## config.mk

```make
export PLATFORM = sky130hd
export DESIGN_NAME = sonar_echo_responder
export DESIGN_NICKNAME = d
export VERILOG_FILES = /design/src/rtl/sonar_pkg.sv /design/src/rtl/sonar_echo_responder_trig_sync.sv /design/src/rtl/sonar_echo_responder.sv
export SDC_FILE = /design/constraint.sdc
export NUM_CORES = 1
export LEC_CHECK = 0
export BUFFER_PORTS_ARGS = -buffer_cell sky130_fd_sc_hd__buf_2
export CAP_MARGIN = 10
export CORE_ASPECT_RATIO = 0.8
export CORE_UTILIZATION = 30
export CTS_CLUSTER_DIAMETER = 40
export DETAILED_ROUTE_END_ITERATION = 7
export PLACE_DENSITY = 0.55
export RECOVER_POWER = 100
export SKIP_LAST_GASP = 1
export SLEW_MARGIN = 20
export SYNTH_ARGS = -nofsm -noshare
export SYNTH_HDL_FRONTEND = slang
export SYNTH_HIERARCHICAL = 1
export SYNTH_SLANG_ARGS = --single-unit
export TNS_END_PERCENT = 10
```

## constraint.sdc

```tcl
create_clock -name clk -period 2.3 [get_ports clk]
set_input_delay 0 -clock clk [delete_from_list [all_inputs] [get_ports clk]]
set_output_delay 0 -clock clk [all_outputs]
set_load 0.005 [all_outputs]
```

## src/rtl/sonar_pkg.sv

```systemverilog
// Shared sonar ranging constants and state encoding, used by both the sonar
// controller and the echo responder so timing has a single source of truth.
package sonar_pkg;

    typedef enum logic [2:0] {
        ST_IDLE    = 3'd0,
        ST_TRIG_HI = 3'd1,
        ST_BURST   = 3'd2,
        ST_ECHO    = 3'd3,
        ST_HOLDOFF = 3'd4
    } sonar_state_t;

    // Timing at a 100 MHz system clock
    localparam int unsigned TRIG_MIN_CYCLES        = 1000;     // 10 us
    localparam int unsigned BURST_DELAY_CYCLES     = 20000;    // 200 us
    localparam int unsigned ECHO_CYCLES_PER_CM     = 5800;     // 58 us/cm
    localparam int unsigned NO_ECHO_TIMEOUT_CYCLES = 3800000;  // 38 ms
    localparam int unsigned HOLDOFF_DEAD_CYCLES    = 6000000;  // 60 ms
    localparam int unsigned RANGE_MIN_CM           = 2;
    localparam int unsigned RANGE_MAX_CM           = 400;

    function automatic int unsigned max4(input int unsigned a, input int unsigned b,
                                         input int unsigned c, input int unsigned d);
        int unsigned m;
        m = a;
        if (b > m) m = b;
        if (c > m) m = c;
        if (d > m) m = d;
        return m;
    endfunction

endpackage

```

## src/rtl/sonar_echo_responder_trig_sync.sv

```systemverilog
// Two-flop synchronizer for the asynchronous trig pin, plus rise/fall
// detection against a registered copy of the synchronized level.
module trig_sync (
    input  logic clk,
    input  logic rst_n,
    input  logic trig,
    output logic level,
    output logic rise,
    output logic fall
);

    logic meta;
    logic sync;
    logic prev;

    always_ff @(posedge clk or negedge rst_n) begin
        if (!rst_n) begin
            meta <= 1'b0;
            sync <= 1'b0;
            prev <= 1'b0;
        end else begin
            meta <= trig;
            sync <= meta;
            prev <= sync;
        end
    end

    assign level = sync;
    assign rise  = sync & ~prev;
    assign fall  = ~sync & prev;

endmodule

```

## src/rtl/sonar_echo_responder.sv

```systemverilog
// Ultrasonic ranger emulator: validates the trig pulse, waits the burst delay,
// then answers with an echo pulse whose width encodes the programmed distance.
module sonar_echo_responder
    import sonar_pkg::*;
#(
    parameter int unsigned MIN_TRIG_CYCLES = TRIG_MIN_CYCLES,
    parameter int unsigned BURST_CYCLES    = BURST_DELAY_CYCLES,
    parameter int unsigned CYCLES_PER_CM   = ECHO_CYCLES_PER_CM,
    parameter int unsigned MIN_CM          = RANGE_MIN_CM,
    parameter int unsigned MAX_CM          = RANGE_MAX_CM,
    parameter int unsigned NO_ECHO_CYCLES  = NO_ECHO_TIMEOUT_CYCLES,
    parameter int unsigned HOLDOFF_CYCLES  = HOLDOFF_DEAD_CYCLES
) (
    input  logic       clk,
    input  logic       rst_n,
    input  logic       trig,
    input  logic [8:0] distance_cm,
    input  logic       target_present,
    output logic       echo,
    output logic       busy,
    output logic       trig_short
);

    localparam int unsigned MAX_COUNT =
        max4(NO_ECHO_CYCLES, MAX_CM * CYCLES_PER_CM, HOLDOFF_CYCLES, BURST_CYCLES);
    localparam int unsigned CW = $clog2(MAX_COUNT + 1);

    localparam logic [8:0]    MIN_CM_W   = 9'(MIN_CM);
    localparam logic [8:0]    MAX_CM_W   = 9'(MAX_CM);
    localparam logic [CW-1:0] CPC_W      = CW'(CYCLES_PER_CM);
    localparam logic [CW-1:0] NO_ECHO_W  = CW'(NO_ECHO_CYCLES);
    localparam logic [CW-1:0] BURST_LOAD = CW'(BURST_CYCLES - 1);
    localparam logic [CW-1:0] HOLD_LOAD  = CW'(HOLDOFF_CYCLES - 1);
    // The rise cycle itself is not counted in TRIG_HI, so a pulse of exactly
    // MIN_TRIG_CYCLES at trig_s leaves the counter at MIN_TRIG_CYCLES-1.
    localparam logic [CW-1:0] ACCEPT_CNT = CW'(MIN_TRIG_CYCLES - 1);

    logic trig_level;
    logic trig_rise;
    logic trig_fall;

    trig_sync u_trig_sync (
        .clk   (clk),
        .rst_n (rst_n),
        .trig  (trig),
        .level (trig_level),
        .rise  (trig_rise),
        .fall  (trig_fall)
    );

    sonar_state_t  state;
    logic [CW-1:0] count;
    logic [CW-1:0] width_q;
    logic [8:0]    dist_clamped;
    logic [CW-1:0] width_next;

    always_comb begin
        dist_clamped = distance_cm;
        if (distance_cm < MIN_CM_W) begin
            dist_clamped = MIN_CM_W;
        end else if (distance_cm > MAX_CM_W) begin
            dist_clamped = MAX_CM_W;
        end
    end

    always_comb begin
        width_next = NO_ECHO_W;
        if (target_present) begin
            width_next = CW'(dist_clamped) * CPC_W;
        end
    end

    always_ff @(posedge clk or negedge rst_n) begin
        if (!rst_n) begin
            state      <= ST_IDLE;
            count      <= '0;
            width_q    <= '0;
            echo       <= 1'b0;
            busy       <= 1'b0;
            trig_short <= 1'b0;
        end else begin
            trig_short <= 1'b0;
            case (state)
                ST_IDLE: begin
                    if (trig_rise) begin
                        state <= ST_TRIG_HI;
                        count <= '0;
                        busy  <= 1'b1;
                    end
                end
                ST_TRIG_HI: begin
                    if (trig_fall) begin
                        if (count >= ACCEPT_CNT) begin
                            state   <= ST_BURST;
                            count   <= BURST_LOAD;
                            width_q <= width_next;
                        end else begin
                            state      <= ST_IDLE;
                            busy       <= 1'b0;
                            trig_short <= 1'b1;
                        end
                    end else if (trig_level && (count != '1)) begin
                        count <= count + 1'b1;
                    end
                end
                ST_BURST: begin
                    if (count == '0) begin
                        state <= ST_ECHO;
                        echo  <= 1'b1;
                        count <= width_q - 1'b1;
                    end else begin
                        count <= count - 1'b1;
                    end
                end
                ST_ECHO: begin
                    if (count == '0) begin
                        state <= ST_HOLDOFF;
                        echo  <= 1'b0;
                        count <= HOLD_LOAD;
                    end else begin
                        count <= count - 1'b1;
                    end
                end
                ST_HOLDOFF: begin
                    if (count == '0) begin
                        state <= ST_IDLE;
                        busy  <= 1'b0;
                    end else begin
                        count <= count - 1'b1;
                    end
                end
                default: begin
                    state <= ST_IDLE;
                    count <= '0;
                    echo  <= 1'b0;
                    busy  <= 1'b0;
                end
            endcase
        end
    end

endmodule
```

; Yosys cells after proc, flatten, opt, wreduce, memory -nomap -nowiden
; Index checks and enable logic that the tools add are counted.
[classes]
add_sub_neg = 3
n_mul = 1
n_lt_le_gt_ge = 3
n_eq_ne = 14
n_mux = 28
bitwise_logic = 6
n_reduce_logical = 10
[op_table]
columns = cell, n
row1 = 23-bit two-way mux, 7
row2 = 23-bit one-hot mux with 5 select lines, 1
row3 = "23-bit by 1-bit subtractor with 23-bit output, second input constant", 2
row4 = "23-bit by 1-bit adder with 23-bit output, second input constant", 1
row5 = "23-bit by 10-bit >= comparator with 1-bit output, second input constant", 1
row6 = 23-bit zero test, 1
row7 = "23-bit != test, second input constant", 1
row8 = 22-bit two-way mux, 1
row9 = "9-bit by 10-bit multiplier with 19-bit output, second input constant", 1
row10 = 9-bit two-way mux, 2
row11 = 3-bit two-way mux, 5
row12 = 3-bit one-hot mux with 5 select lines, 1
row13 = "2-bit != test, second input constant", 7
row14 = 5-bit AND reduction, 2
row15 = "9-bit greater-than comparator, second input constant", 1
row16 = "9-bit by 2-bit less-than comparator with 1-bit output, second input constant", 1
row17 = 1-bit two-way mux, 8
row18 = "3-bit by 2-bit equality test with 1-bit output, second input constant", 2
row19 = "3-bit != test, second input constant", 2
row20 = 3-bit AND reduction, 2
row21 = 1-bit inverter, 4
row22 = 1-bit one-hot mux with 4 select lines, 1
row23 = 4-bit AND reduction, 1
row24 = "3-bit by 1-bit equality test with 1-bit output, second input constant", 1
row25 = 8 further kinds, 9
[word_totals]
register_bits = 55
in_bits = 13
out_inout_bits = 3
word_cells = 74

; Longest topological paths before layout
[logic_depth]
depth_word = 5
mapped_depth = 20
mapped_depth_nobuf = 20

; By module
; Netlist, hierarchy kept.
[modules_own_cells]
columns = module, instances, cells_per_inst, area_per_inst_um2, seq_area_each_um2
row1 = sonar_echo_responder, 1, 709, 5605.4, 1201.2
row2 = trig_sync, 1, 5, 90.1, 75.1

; Worst setup path after synthesis
; No wires, ideal clock.
[synth_timing]
path_type = input to register
from = in distance_cm[0]
to = reg width_q[18]
setup_time_ps = 96
arrival_ps = 4193
required_ps = 2204
path_slack_ps = -1988
cell_stages = 17
path_buffers = 0
path_cell_list = o41ai_1 a21oi_1 or2_2 ha_1 inv_1 fa_1 inv_1 fa_1 inv_1 fa_1 inv_1 ha_1 or3_1 or3_1 a41oi_1 xor2_1 o31ai_1
[synth_between]
elab_chain_cells = 5
elab_cells_between_ends = 6
classes_between = 1 x mul / 2 x order compare / 3 x mux
[synth_rtl]
columns = item, line_no
row1 = from (decl), sonar_echo_responder.sv:17  ; input logic [8:0] distance_cm,
row2 = 9-bit greater-than comparator, sonar_echo_responder.sv:61  ; end else if (distance_cm > MAX_CM_W) begin
row3 = 9-bit two-way mux, sonar_echo_responder.sv:61
row4 = 9-bit two-way mux *, sonar_echo_responder.sv:59  ; if (distance_cm < MIN_CM_W) begin
row5 = 9-bit by 10-bit multiplier with 19-bit output *, sonar_echo_responder.sv:69  ; width_next = CW'(dist_clamped) * CPC_W;
row6 = 22-bit two-way mux *, sonar_echo_responder.sv:68  ; if (target_present) begin
row7 = to (signal assigned), sonar_echo_responder.sv:96  ; width_q <= width_next;
row8 = to (decl), sonar_echo_responder.sv:53  ; logic [CW-1:0] width_q;
; Every way passes the cells marked *; elsewhere a longest branch is shown, timed or not.
; A chain may end at the register's enable or synchronous reset.

; Final worst setup path
; Ends and elaborated chain as after synthesis.

==> reports/results.ini <==
[outcome]
outcome = finished with violations
violations = setup timing

[sta]
skew_ns = 0.00700
worstMarginPinSlew_ns = 1.35
min_period_ns = 3.93
hold_viol = 0
worst_hold_slack_ns = 0.0208
slew_viol_final = 0
post-route-period-util_pct = 171
max_clock_freq_mhz = 255
fin_ws_ns = -1.63
slew_headroom_pct = 9.73
setup_violations = 41
rsz0062_at_grt = yes

[cts]
cts_num_sinks = 51
cts.path.max_buffers = 2
insertion_delay_ns = 0.30
clk_pin_slew_worst_paths_ns = 0.08
cts_tree = done
htreeDepth = 2
numCtsBuffers = 5
clock-root-buffer = clkbuf_16

[logic_synthesis]
syn-num-nets = 796
synth_area_leaders = dfrtp_1, ha_1, fa_1
synth-seq-cells = 51
synth_edf_count = 0
synth-async-reset-ratio_pct = 100
yosys_warnings = 6
postSynthAreaPerCell_um2 = 7.98
syn_inst = 714
ys_seq_area_share_pct = 22.4
synth_top_area_share_pct = 22.4
synth_common_cells = inv_1, nand2_1, dfrtp_1
ys.flop_type = dfrtp_1
synthDistinctLibCells = 66
synth_area_um2 = 5700
synth_top_area_cell = dfrtp_1
yosysMostFrequentCell = inv_1

[floorplanning]
fp.dieW_um = 156
coreArea_um2 = 18400
start_util_pct = 31.0
rows = 44
dieArea_um2 = 19500
die_h_um = 125
ios = 16

[cells_and_area]
drive_above_1_share_pct = 29.5
fillCellCount = 1851
final_cells = 1141
area_delta_synth_final_pct = 37.4
nNetsFinal = 969
diodes = 0

[critical_path]
path_cells = buf_8, o41ai_4, a21oi_4, nor3b_4, ha_4, ha_1, inv_1, fa_1, fa_1, inv_1, ha_1, nor2b_1, o31a_1, or3_4, a41oi_2, xor2_1, o31ai_1
cpPeakStageDelay_ns = 0.54
critPathSlowestCell = fa_1
arrival_ns = 4.11
crit_path_max_fanout = 5
crit_path_end_kind = flip-flop
start_kind = input port
worstPathRequired_ns = 2.48
crit_type = in -> reg

[global_routing]
grt_max_degree = 52
antenna_found_initial = 0
grt_pass1_vias = 5494
grt_pass1_wl_um = 29200
grt_use_total_pct = 19.0
grt_overflow_total = 0

[routing]
drc = 0
wirelength_um = 18400
initialDrtViolationCount = 514
ant_nets = 0
vias = 5944
viasPerCell = 5.21
firstDrtPassIters = 6
avgRoutedWirePerCell_um = 16.1

[place]
dp_hpwl_um = 14300
portBuffers = 15
place_ws_ns = -2.05
gp_congestion = 0.908
dp_cells = 1119

[flow_run]
cap_violations = 0

[power]
p_leak_nw = 3.53
power.density_nw_per_um2 = 1200
max-vdd-ir-drop_mv = 0.499

[worst_hold_path]
min_path_type = in -> reg

flip-flops by register name, summed over array words and instances, names as in the netlist:
| name | cells |
|---|---|
| busy | 1 |
| count | 23 |
| echo | 1 |
| state | 3 |
| trig_short | 1 |
| u_trig_sync/level | 1 |
| u_trig_sync/meta | 1 |
| u_trig_sync/prev | 1 |
| width_q | 19 |
worst max-delay path: cells and delay by family:
family	cells	cell delay (ns)
simple gates	3	0.86
fa+ha+maj	5	1.83
buf+inv	3	0.19
compound gates	5	1.06
xor+xnor	1	0.16
layout by cell type, fill, tap and decap left out, types with 6 or more instances in the layout:
master | Yosys | routed
a211oi_1 | 20 | 20
a21oi_1 | 25 | 23
a31oi_1 | 8 | 8
and2_1 | 9 | 9
buf_2 | 9 | 12
buf_4 | 3 | 183
dfrtp_1 | 51 | 51
fa_1 | 22 | 22
ha_1 | 47 | 39
ha_4 | 0 | 8
inv_1 | 71 | 64
inv_2 | 0 | 7
nand2_1 | 53 | 52
nand3_1 | 17 | 17
nand4_1 | 12 | 12
nor2_1 | 50 | 50
nor2b_1 | 11 | 9
nor3_1 | 33 | 32
nor3b_1 | 7 | 6
nor4_1 | 22 | 20
o21a_1 | 9 | 9
o21ai_0 | 36 | 32
o21ai_1 | 9 | 11
o22a_1 | 7 | 7
o22ai_1 | 9 | 9
o31ai_1 | 17 | 17
or3_1 | 17 | 15
or4_1 | 9 | 9
xnor2_1 | 19 | 19
xor2_1 | 16 | 16
stage by stage:
stage | utilization, % | instance area [um2] | setup TNS (ns) | power [mW]
floorplan | - | 5820 | -19.90 | 5.42
global placement | 40.2 | 7390 | -28.10 | 8.15
detailed placement | 40.2 | 7390 | -28.69 | 8.16
CTS | 42.1 | 7750 | -23.61 | 9.24
global route | 42.6 | 7830 | -30.91 | 10.2
finish | 42.6 | 7830 | -24.68 | 9.42
area by class of cell:
type,instances,area (um2),area share [%]
clock inverter,3,47.5,0.608
multi-input combinational,551,4210,53.8
sequential,51,1280,16.3
inverter,71,267,3.41
tap,253,317,4.05
clock buffer,5,125,1.60
timing repair buffer,207,1580,20.2
per-layer routing:
metal	wire length, um	track usage [%]	vias to the layer above
li1	-	-	2917
met1	9330	29.8	2819
met2	7520	26.6	194
met3	1360	3.57	14
met4	194	3.23	0
met5	0	0	-
timing repair:
item                                   in CTS  in global routing
endpoints found under the hold margin      52                  0
gates resized for setup                    20                 13
hold buffers                                2                  0
buffers inserted                           10                  2
pin swaps                                  19                 16
setup endpoints to repair                  41                 47
kinds of logic after synthesis:
logic type | share of synthesized area [%]
xor+xnor | 5.38
fa+ha+maj | 18.1
buf+inv | 8.17
simple gates | 25.5
flops | 22.4
mux | 0.373
compound gates | 20.1
report_power, final:
group	internal [mW]	switching, mW	total [mW]
clock	0.521	0.383	0.904
sequential	1.24	0.273	1.52
combinational	3.31	3.70	7.00
total	5.07	4.35	9.42
worst paths after layout:
kind	slack (ns)	startpoint	to	cells after the start
max reg2reg	-0.41	count[0]$_DFFE_PN0P_	count[2]$_DFFE_PN0P_	7
min in group asynchronous	0.62	rst_n	count[5]$_DFFE_PN0P_	3
max in group asynchronous	0.85	rst_n	u_trig_sync/meta$_DFF_PN0_	3
max	-1.63	distance_cm[0]	width_q[18]$_DFFE_PN0P_	17
min reg2reg	0.37	u_trig_sync/meta$_DFF_PN0_	u_trig_sync/level$_DFF_PN0_	0
min	0.02	target_present	width_q[9]$_DFFE_PN0P_	2
Note: power is estimated with default switching activity, not from simulation.
